File: config.mk
export PLATFORM = sky130hd
export DESIGN_NAME = time_counter_n
export DESIGN_NICKNAME = d
export VERILOG_FILES = /design/src/rtl/time_counter_n.sv
export SDC_FILE = /design/constraint.sdc
export NUM_CORES = 1
export LEC_CHECK = 0
export ABC_AREA = 1
export BUFFER_PORTS_ARGS = -buffer_cell sky130_fd_sc_hd__buf_2
export CAP_MARGIN = 20
export CORE_UTILIZATION = 40
export CTS_CLUSTER_DIAMETER = 60
export CTS_CLUSTER_SIZE = 14
export DETAILED_ROUTE_END_ITERATION = 16
export MAX_ROUTING_LAYER = met4
export SLEW_MARGIN = 20
export SYNTH_ARGS = -nofsm -noshare
export SYNTH_HDL_FRONTEND = slang
export SYNTH_SLANG_ARGS = --single-unit
File: constraint.sdc
create_clock -name clk -period 1.8 [get_ports clk]
set_input_delay 0 -clock clk [delete_from_list [all_inputs] [get_ports clk]]
set_output_delay 0 -clock clk [all_outputs]
set_load 0.03 [all_outputs]
File: src/rtl/time_counter_n.sv
// rtl/time_counter_n.sv - prescaled up/down game-timer counter with tc pulse and sticky done
// Optional snapshot-hold output enabled by defining TIME_COUNTER_HOLD_EN.
module time_counter_n #(
   parameter int WIDTH = 8,
   parameter int DIV   = 4,
   parameter int WRAP  = 0
) (
   input  logic             clk,
   input  logic             reset,
   input  logic             inc,
   input  logic             en,
   input  logic             dir,
   input  logic             clr,
   input  logic             ld,
`ifdef TIME_COUNTER_HOLD_EN
   input  logic             hold,
`endif
   input  logic [WIDTH-1:0] d,
   output logic [WIDTH-1:0] tout,
   output logic             tc,
   output logic             done
);

   localparam logic [WIDTH-1:0] MAX      = '1;
   localparam logic [7:0]       PRE_LAST = 8'(DIV - 1);

   logic [WIDTH-1:0] count_q, count_d;
   logic [7:0]       presc_q, presc_d;
   logic             tc_q, tc_d;
   logic             done_q, done_d;
   logic             step;
   logic [WIDTH-1:0] term;
   logic [WIDTH-1:0] nxt;

   always_comb begin
      count_d = count_q;
      presc_d = presc_q;
      tc_d    = 1'b0;
      done_d  = done_q;
      step    = 1'b0;
      term    = dir ? '0 : MAX;
      nxt     = dir ? count_q - 1'b1 : count_q + 1'b1;
      if (clr) begin
         count_d = '0;
         presc_d = '0;
         done_d  = 1'b0;
      end else if (ld) begin
         count_d = d;
         presc_d = '0;
         done_d  = 1'b0;
      end else if (en && inc) begin
         if (presc_q == PRE_LAST) begin
            presc_d = '0;
            step    = 1'b1;
         end else begin
            presc_d = presc_q + 8'd1;
         end
      end
      // Stepping from terminal either wraps silently or saturates; only arrival fires tc.
      if (step) begin
         if (count_q == term) begin
            if (WRAP != 0) begin
               count_d = dir ? MAX : '0;
            end
         end else begin
            count_d = nxt;
            if (nxt == term) begin
               tc_d   = 1'b1;
               done_d = 1'b1;
            end
         end
      end
   end

   always_ff @(posedge clk) begin
      if (reset) begin
         count_q <= '0;
         presc_q <= '0;
         tc_q    <= 1'b0;
         done_q  <= 1'b0;
      end else begin
         count_q <= count_d;
         presc_q <= presc_d;
         tc_q    <= tc_d;
         done_q  <= done_d;
      end
   end

   assign tc   = tc_q;
   assign done = done_q;

`ifdef TIME_COUNTER_HOLD_EN
   logic             hold_q, hold_d;
   logic [WIDTH-1:0] snap_q, snap_d;

   always_comb begin
      hold_d = hold;
      snap_d = snap_q;
      if (hold && !hold_q) begin
         snap_d = count_q;
      end
   end

   always_ff @(posedge clk) begin
      if (reset) begin
         hold_q <= 1'b0;
         snap_q <= '0;
      end else begin
         hold_q <= hold_d;
         snap_q <= snap_d;
      end
   end

   assign tout = hold_q ? snap_q : count_q;
`else
   assign tout = count_q;
`endif

endmodule

Word level (Yosys, flattened, before mapping)
Index checks and enable logic that the tools add are counted.
- bits of input ports: 15
- bits in registers: 18
- output and inout bits: 10
- muxes and demuxes: 17
- reduce and logical (&&, ||, !) cells: 3
- bitwise gates (word level): 1
- $add $sub $neg: 3
- eq/ne operators: 3
- operator list (kind ; count):
    $mux W8 ; 7
    $add A8 B1 Y8 const B ; 2
    $eq A8 B8 Y1 ; 2
    $mux W1 ; 10
    $eq A8 B2 Y1 const B ; 1
    $sub A8 B1 Y8 const B ; 1
    $reduce_or A3 Y1 ; 2
    $logic_and A1 B1 Y1 ; 1
    $not A1 Y1 ; 1

Longest topological paths before layout
Gate-level depths: netlist (run 1).
- word-level depth: 7
- mapped depth: 13
- depth with buffers taken out: 13

Worst setup path after synthesis (run 1)
Ideal clock, no wire load.
- path type: reg2reg
- start: register count_q[2], in the netlist tout[2]
- end: register done_q, in the netlist done
- data required time: 1.686 ns
- data arrival time: 1.596 ns
- stages on the path, launching flop included: 11
- setup slack: 0.090 ns
- path through: dfxtp_1 > ha_1 > or2_4 > nand3_2 > nand3_1 > nand2_1 > nor2_1 > nand2_1 > nand2_1 > nand2_1 > nand2_1
- cells in the longest elaborated chain, start to end: 6
- ends and longest elaborated chain (item ; RTL line ; RTL):
    from (decl) ; 27 ; logic [WIDTH-1:0] count_q, count_d;
    from (signal assigned) ; 82 ; count_q <= count_d;
    $add A8 B1 Y8 / $sub A8 B1 Y8 (equally long branches) ; 42 ; nxt = dir ? count_q - 1'b1 : count_q + 1'b1;
    $mux W8 ; 42 ;
    $eq A8 B8 Y1 ; 67 ; if (nxt == term) begin
    $mux W1 ; 67 ;
    $mux W1 * ; 61 ; if (count_q == term) begin
    $mux W1 * ; 60 ; if (step) begin
    to (signal assigned) ; 85 ; done_q <= done_d;
    to (decl) ; 30 ; logic done_q, done_d;
Every way passes the cells marked *; elsewhere a longest branch is shown, timed or not.
A chain may end at the register's enable or synchronous reset.

Worst setup path after layout (run 1)
- start: register count_q[3], in the netlist tout[3]
- end: register done_q, in the netlist done
Same word-level chain as after synthesis.

==> results.json, run 1 <==
{
  "outcome": "complete, but fails checks",
  "failed_checks": "negative hold slack",
  "drt-pass1-iter-count": 4,
  "reg2regPathDepth": 11,
  "ys_ff_latch": 18,
  "r2r_setup_slack_ns": 0.16,
  "critical_path.top_delay_family": "simple AND/OR/NAND/NOR gates",
  "post-cts-setup-buffers": 0,
  "synth_flop_cell": "dfxtp_1",
  "place_hpwl_um": 2590,
  "num_antenna_cells": 0,
  "grt_pass1_vias": 1156,
  "grt_max_degree": 13,
  "synth_cell_types": 30,
  "fin_crit_sh_pct": 90.8,
  "syn_avg_cell_area_um2": 6.39,
  "clockBufferDepth": 2,
  "syn_to_final_growth_pct": 18.5,
  "final_net_count": 269,
  "fmax_ghz": 0.612,
  "crit_slowest_cell": "dfxtp_1",
  "cp.buffers_inverters": 0,
  "cts_root_buffer": "clkbuf_4",
  "syn_inst": 214,
  "setup_viol_count_final": 0,
  "grt_first_pass_wirelength_um": 5240,
  "setup.worst_path.start_class": "flop",
  "synth-edff-count": 0,
  "antenna_found_initial": 0,
  "synth-warning-count": 0,
  "drtIter0Drc": 43,
  "row_count": 20,
  "tightest_slew_ns": 0.462,
  "cts_sinks": 18,
  "dieArea_mm2": 0.00366,
  "wl_um": 3280,
  "cpPeakStageDelay_ns": 0.35,
  "min_path_cells": 4,
  "core_mm2": 0.00315,
  "grt.overflow.total": 0,
  "ant_nets": 0,
  "cts_buffers": 3,
  "worstPathRequired_ns": 2.06,
  "path_class": "flop to flop",
  "crit_chain": "ha_1 > or2_4 > nand3b_4 > nand2_1 > nand2_1 > nand2_1 > nor2_1 > nand2_1 > nand2_1 > nand2_1 > nand2_1",
  "hold_violations": 1,
  "timing.slew.headroom_pct": 68.9,
  "place_congestion": 0.805,
  "drv_slew": 0,
  "vias": 1389,
  "fp.dieW_um": 60.5,
  "worstHoldEndpoint": "presc_q[1]",
  "cp.arrival_ns": 1.89,
  "worst_setup_path_end_kind": "flop",
  "synth.cell_area_mm2": 0.00137,
  "cp_max_fo": 5,
  "crit_top_cell": "nand2_1",
  "rsz0062_at_grt": "false",
  "power_density_mw_per_mm2": 569,
  "io_buffers": 24,
  "drive_gt1_share_pct": 23.3,
  "fin_crit_ns": 1.64,
  "cts_htree_levels": 1,
  "p_total_w": 0.000922,
  "synth_top_area_share_pct": 26.3,
  "synth_area_leaders": "dfxtp_1 (26%), nand2_1 (14%), nor2_1 (11%)",
  "hold_slack_ns": -0.00174,
  "syn_nets": 237,
  "die_y_um": 60.5,
  "timing.rr.end": "done",
  "wl_per_cell_um": 11.4,
  "track_usage_pct": 20.0,
  "cts_tree": "done",
  "reg2reg_from": "tout[3]",
  "hold_path_class": "input port to flop",
  "drc": 0,
  "peakVddDrop_uv": 356,
  "finalSetupTns_ns": 0,
  "clk_latency_ns": 0.30,
  "start_util_pct": 43.4,
  "min_from": "en",
  "viasPerCell": 4.81,
  "ys_async_sr_fraction_pct": 0,
  "path_clk_slew_ns": 0.11,
  "yosys.area.top_type": "dfxtp_1",
  "cap_viol_max_count": 0,
  "ios": 25,
  "seq_area_frac_synth_pct": 26.3,
  "fin_skew_ns": 0.00340,
  "p_leak_nw": 0.840
}
## power by group
part / switching, W / leakage, nW / internal [W]
sequential: 0.00000741 / 0.146 / 0.000406
clock: 0.000138 / 0.0210 / 0.000123
combinational: 0.000153 / 0.673 / 0.0000935
## flip-flops by register name (all words and copies together), names as in the netlist
| register | cells |
|---|---|
| presc_q | 8 |
| tout | 8 |
| done | 1 |
| tc | 1 |
## area by class of cell
class | count | area (um2)
Multi-Input combinational cell | 168 | 910
Fill cell | 363 | 1530
Sequential cell | 18 | 360
Tap cell | 44 | 55.1
Clock buffer | 4 | 36.3
Inverter | 27 | 104
Timing Repair Buffer | 28 | 155
## cells in the mapped netlist, types with 2 or more instances
cell type,n
nand2_2,8
xor2_1,2
a21oi_2,2
nand3_2,3
inv_2,2
o21ai_0,9
nor2_1,41
nand2_4,2
inv_1,23
nand4_1,3
nand3_1,10
nand2_1,51
or2_4,2
nor3b_1,3
a21oi_1,12
dfxtp_1,18
nor3_1,2
ha_1,7
o22ai_1,3
## per-stage QoR
stage	area, um2	util, %	worst slack [ns]	std cells
after global placement	1550	49.2	0.134	283
final	1620	51.4	0.165	289
after CTS	1610	51.0	0.104	289
after floorplan	1370	-	0.0903	214
after detailed placement	1550	49.2	0.128	283
after global routing	1620	51.4	0.00203	289
## tightest hold or removal path, cell delays in order
cell and delay [ns]:
buf_2 0.07, nand2_1 0.07, nand2_1 0.06, a21oi_1 0.05
## timing repair
| item | CTS | global route |
|---|---|---|
| hold endpoints to repair | 2 | 0 |
| gates resized for setup | 0 | 4 |
| endpoints found under the setup margin | 0 | 3 |
| hold buffers | 2 | 0 |
## logic make-up (layout without fill, tap and decap cells)
kind of cell,count (synthesis),in the layout,share of synthesized area [%]
simple gates,128,128,44.2
compound gates,29,29,11.7
buf+inv,28,59,7.96
flops,18,18,26.3
fa+ha+maj,8,8,7.87
xor+xnor,3,3,1.92
## how the worst max path moves through the flow
stage | from | end | slack [ns] | depth (start not counted)
detailed placement | tout[6] | done | 0.13 | 11
global route | tout[1] | tc | 0.002 | 12
finish | tout[3] | done | 0.16 | 11
CTS | tout[6] | done | 0.10 | 12
floorplan | tout[2] | done | 0.09 | 10
global placement | tout[5] | done | 0.13 | 11
## layout by cell type (no fill, tap or decap), types with 5 or more instances in the layout
master,count
nand2_1,51
nor2_1,41
buf_2,24
inv_1,23
dfxtp_1,18
a21oi_1,11
nand3_1,10
o21ai_0,9
nand2_2,8
ha_1,5
## routing by layer
layer	wire (um)	up-vias	GRT usage [%]
met5	0	-	-
met4	17	0	2.92
met3	189	2	3.84
met2	1410	32	29.5
met1	1670	603	28.9
li1	-	752	-
No activity file was read; power rests on OpenSTA's default activity.
==> run 2: changes to the inputs <==
--- a/config.mk
+++ b/config.mk
@@ -8,6 +8,7 @@
 export ABC_AREA = 1
 export BUFFER_PORTS_ARGS = -buffer_cell sky130_fd_sc_hd__buf_2
 export CAP_MARGIN = 20
+export CORE_ASPECT_RATIO = 2
 export CORE_UTILIZATION = 40
 export CTS_CLUSTER_DIAMETER = 60
 export CTS_CLUSTER_SIZE = 14
==> constraint.sdc (replaced) <==
create_clock -name clk -period 1.55 [get_ports clk]
set_input_delay 0 -clock clk [delete_from_list [all_inputs] [get_ports clk]]
set_output_delay 0 -clock clk [all_outputs]
set_load 0.03 [all_outputs]
==> run 2 against run 1 <==
Net effect:
- the flow finishes with violations (design-rule violations, negative setup slack)
- combinational power up 54%
- sequential share of layout area down 2.8 points
- sequential power up 16%
- core utilization up 8.3 points
- hold slack better by 0.069 ns
- non-clock buffer count up 13
- fmax up 4.0%
- via count up 3.8%
- flip-flop and latch count unchanged
- clock power up 46%
- critical endpoint is now tout[5]
- largest power group unchanged
==> results.json, run 2 (synthesized netlist as in run 1, its figures left out) <==
{
  "outcome": "complete, but fails checks",
  "failed_checks": "design-rule violations, negative setup slack",
  "setup.worst_path.start_class": "flop",
  "worstHoldEndpoint": "tout[0]",
  "hold_violations": 0,
  "fp.dieW_um": 43.3,
  "utilization_pct": 59.7,
  "final_common_cell": "nand2_1",
  "die_y_um": 84.7,
  "place_congestion": 0.775,
  "syn_to_final_growth_pct": 41.0,
  "rsz0062_at_grt": "true",
  "power_density_mw_per_mm2": 645,
  "min_from": "d[0]",
  "viasPerCell": 4.99,
  "drt-pass1-iter-count": 10,
  "met3_length_um": 47,
  "min_path_cells": 3,
  "cts_sinks": 18,
  "p_total_w": 0.00124,
  "row_count": 29,
  "fin_cells": 289,
  "timing.slew.headroom_pct": 71.3,
  "grt_max_degree": 11,
  "dieArea_mm2": 0.00367,
  "worstPathRequired_ns": 1.69,
  "r2r_setup_slack_ns": -0.02,
  "reg2reg_from": "tout[1]",
  "hold_slack_ns": 0.0674,
  "fin_skew_ns": 0.00143,
  "final_net_count": 282,
  "drive_gt1_share_pct": 41.1,
  "cp.arrival_ns": 1.71,
  "grt_first_pass_wirelength_um": 6000,
  "drc": 3,
  "wl_met1_um": 1280,
  "antenna_found_initial": 0,
  "core_mm2": 0.00323,
  "hold_buffers": 0,
  "drv_slew": 0,
  "hold_path_class": "input port to flop",
  "io_buffers": 24,
  "vias": 1442,
  "fin_crit_sh_pct": 101,
  "cts_tree": "done",
  "peakVddDrop_uv": 476,
  "path_clk_slew_ns": 0.07,
  "reg2regPathDepth": 10,
  "fin_crit_ns": 1.57,
  "p_leak_nw": 0.926,
  "cap_viol_max_count": 0,
  "drtIter0Drc": 42,
  "ios": 25,
  "clockBufferDepth": 2,
  "wl_met2_um": 2190,
  "worst_setup_path_end_kind": "flop",
  "setup_viol_count_final": 7,
  "grt_pass1_vias": 1439,
  "fmax_ghz": 0.636,
  "cts_root_buffer": "clkbuf_8",
  "wl_per_cell_um": 12.4,
  "top_layer_used": "met4",
  "final_cell_mix": "nand2_1 (39), nor2_1 (35), buf_2 (24)",
  "wl_um": 3570,
  "cts_htree_levels": 1,
  "tightest_slew_ns": 0.430,
  "clk_latency_ns": 0.25,
  "path_class": "flop to flop",
  "track_usage_pct": 22.2,
  "cts_buffers": 3,
  "num_antenna_cells": 0,
  "ant_nets": 0,
  "timing.rr.end": "tout[5]",
  "grt.overflow.total": 0,
  "dp_slack_ns": -0.0507,
  "place_hpwl_um": 2900,
  "fin_ws_ns": -0.0223,
  "start_util_pct": 42.3,
  "cp_max_fo": 8,
  "dpl.cell_count": 283
}
## run 2: changes by cell type in the layout (fill, tap and decap cells not counted), sizes merged
| cell | before | now |
|---|---|---|
| dlygate4sd3 | 2 | 0 |
| buf | 26 | 41 |
## run 2: metal layers
layer  up-vias  GRT usage (%)
met5         -              -
met4         0           7.95
met3         5           1.94
met2        11           44.4
met1       655           20.2
li1        771              -
## run 2: report_power, final
part	internal, W	switching, W
Sequential	0.000471	0.00000973
Combinational	0.000166	0.000214
Clock	0.000226	0.000157
Total	0.000863	0.000381
## run 2: how the worst max path moves through the flow
stage	startpoint	to	cells after the start
after floorplan	tout[5]	tout[5]	10
after detailed placement	tout[6]	tout[7]	10
after global routing	tout[1]	done	12
after global placement	tout[6]	tout[6]	10
after CTS	tout[6]	tout[7]	10
final	tout[1]	tout[5]	10
## run 2: repair_timing
item                       in CTS  in global routing
setup buffers                   0                  2
setup endpoints to repair       8                 11
pin swaps                       3                 14
resized for setup               6                 32
## run 2: worst max-delay path, stage by stage, from the launching register on
cell and delay (ns):
dfxtp_4 0.35, buf_4 0.14, ha_4 0.27, buf_4 0.11, nand3_2 0.08, nor2_4 0.13, nor2_4 0.05, nand2_4 0.12
inv_6 0.07, nand2_8 0.08, o22ai_2 0.06
## run 2: per-stage QoR
stage	TNS [ns]	area [um2]
final	-0.105	1930
after CTS	0	1790
after global placement	-0.258	1680
after floorplan	0	1410
after detailed placement	-0.270	1680
after global routing	-0.862	1930
## run 2: cell type report
cell class | instances | area [um2]
multi-input combinational | 168 | 1110
timing repair buffer | 41 | 248
clock buffer | 4 | 55.1
tap | 31 | 38.8
inverter | 27 | 106
fill | 322 | 1300
sequential | 18 | 374
==> run 3: changes to the inputs <==
--- a/config.mk
+++ b/config.mk
@@ -8,12 +8,12 @@
 export ABC_AREA = 1
 export BUFFER_PORTS_ARGS = -buffer_cell sky130_fd_sc_hd__buf_2
 export CAP_MARGIN = 20
-export CORE_ASPECT_RATIO = 2
-export CORE_UTILIZATION = 40
+export CORE_UTILIZATION = 55
 export CTS_CLUSTER_DIAMETER = 60
 export CTS_CLUSTER_SIZE = 14
 export DETAILED_ROUTE_END_ITERATION = 16
-export MAX_ROUTING_LAYER = met4
+export PLACE_DENSITY = 0.79
+export SETUP_SLACK_MARGIN = 0.15
 export SLEW_MARGIN = 20
 export SYNTH_ARGS = -nofsm -noshare
 export SYNTH_HDL_FRONTEND = slang
==> run 3 against run 2 <==
Net effect:
- the run ends with negative setup slack left
- largest cell class unchanged
- die area shrank 27%
- cell count shrank 3.8%
- largest power group unchanged
- clock power shrank 18%
- total power shrank 9.5%
- critical path type unchanged
- sequential share of layout area grew 2.3 points
- non-clock buffer count shrank 8
- flip-flop and latch count is the same
- via count grew 3.4%
- clock-buffer cell count is the same
- combinational power shrank 11%
- critical path depth shrank 2
==> results.json, run 3 (synthesized netlist as in run 1, its figures left out) <==
{
  "antenna_found_initial": 0,
  "row_count": 17,
  "drtIter0Drc": 51,
  "fin_crit_sh_pct": 103,
  "cts_htree_levels": 1,
  "die_y_um": 51.9,
  "place_hpwl_um": 2660,
  "path_clk_slew_ns": 0.12,
  "failed_checks": "negative setup slack",
  "fin_skew_ns": 0.0139,
  "clockBufferDepth": 2,
  "fin_crit_ns": 1.59,
  "outcome": "complete, but fails checks",
  "syn_to_final_growth_pct": 31.3,
  "io_buffers": 24,
  "ant_nets": 0,
  "fin_cells": 278,
  "core_mm2": 0.00228,
  "dp_slack_ns": -0.0140,
  "multi_input_area_mm2": 0.00103,
  "final.fill_count": 172,
  "regArea_um2": 389,
  "rsz0062_at_grt": "true",
  "drv_slew": 0,
  "wl_um": 3540,
  "setup.worst_path.start_class": "flop",
  "track_usage_pct": 28.8,
  "final_cell_mix": "nand2_1 (46), nor2_1 (36), buf_2 (24)",
  "power_density_mw_per_mm2": 627,
  "ios": 25,
  "dpl.cell_count": 268,
  "path_class": "flop to flop",
  "fin_ws_ns": -0.0419,
  "use_met3_pct": 3.80,
  "cp_max_fo": 3,
  "wl_per_cell_um": 12.7,
  "p_leak_nw": 0.876,
  "vias": 1491,
  "start_util_pct": 60.1,
  "final_net_count": 274,
  "timing.slew.headroom_pct": 74.1,
  "place_congestion": 0.915,
  "grt_first_pass_wirelength_um": 5710,
  "grt_max_degree": 11,
  "final_common_cell": "nand2_1",
  "clk_latency_ns": 0.32,
  "cts_root_buffer": "clkbuf_4",
  "drc": 0,
  "num_antenna_cells": 0,
  "fp.dieW_um": 51.9,
  "worstPathRequired_ns": 1.81,
  "setup_viol_count_final": 5,
  "viasPerCell": 5.36,
  "cp.arrival_ns": 1.85,
  "grt.busiest_layer": "met2",
  "drt-pass1-iter-count": 4,
  "use_met1_pct": 38.6,
  "hold_violations": 0,
  "grt.overflow.total": 0,
  "drive_gt1_share_pct": 36.0,
  "grt_pass1_vias": 1338,
  "fmax_ghz": 0.628,
  "grt_util_met2_pct": 46.6,
  "worst_setup_path_end_kind": "flop",
  "tightest_slew_ns": 0.388,
  "cts_sinks": 18,
  "dieArea_mm2": 0.00269,
  "cts_tree": "done",
  "peakVddDrop_uv": 560,
  "utilization_pct": 78.9,
  "cts_buffers": 3,
  "hold_path_class": "input port to flop",
  "cap_viol_max_count": 0
}
==> run 3: changes by cell type in the layout (fill, tap and decap cells not counted), moves of 3 or more <==
cell      delta
buf_4       -11
nand2_1      +7
dfxtp_4      +5
nand2_2      -5
clkbuf_4     +3
clkbuf_8     -3
dfxtp_2      -3
==> run 3: path summary, 6_finish.rpt <==
check,startpoint,endpoint,slack [ns],depth (start not counted)
setup / recovery,tout[1],done,-0.04,8
hold / removal,inc,presc_q[1],0.005,4
setup reg to reg,tout[1],done,-0.04,8
hold reg to reg,done,done,0.48,2
==> run 3: timing repair <==
item | 4_1_cts | 5_1_grt
hold buffers | 2 | 0
endpoints found under the hold margin | 2 | 0
buffers inserted | 2 | 2
pin swaps | 4 | 4
endpoints found under the setup margin | 10 | 15
gates resized for setup | 7 | 15
==> run 3: cell type report <==
class | instances | share of cell area, %
multi-input combinational | 168 | 57.6
sequential | 18 | 21.7
timing repair buffer | 33 | 10.9
inverter | 27 | 5.78
clock buffer | 4 | 2.02
tap | 28 | 1.95
==> run 3: critical path, cell delays in order (launching register included) <==
cell and delay, ns:
dfxtp_4 0.38, fa_2 0.37, xor2_1 0.25, nand2_1 0.08
o21ai_1 0.14, inv_1 0.06, nor2_1 0.11, nand2_1 0.08
nand2_1 0.06
==> run 3: routing by layer <==
layer	vias to the layer above	share of wire (%)
li1	758	-
met1	671	47
met2	57	47
met3	5	5.1
met4	0	1.2
met5	-	0
==> run 3: power by group <==
group	internal [W]	switching [W]	total [W]
clock	0.000144	0.000169	0.000313
sequential	0.000465	0.0000115	0.000477
combinational	0.000137	0.000200	0.000337
==> run 3: per-stage QoR <==
stage | TNS (ns) | hold WS (ns) | total power, W | instance area (um2)
6_report | -0.147 | 0.00511 | 0.00113 | 1800
5_1_grt | -0.973 | 0.0359 | 0.00117 | 1800
4_1_cts | -0.0603 | 0.000142 | 0.00110 | 1730
3_5_place_dp | -0.0193 | 0.326 | 0.000789 | 1640
3_3_place_gp | 0 | 0.308 | 0.000782 | 1640
2_1_floorplan | 0 | 0.166 | 0.000705 | 1460
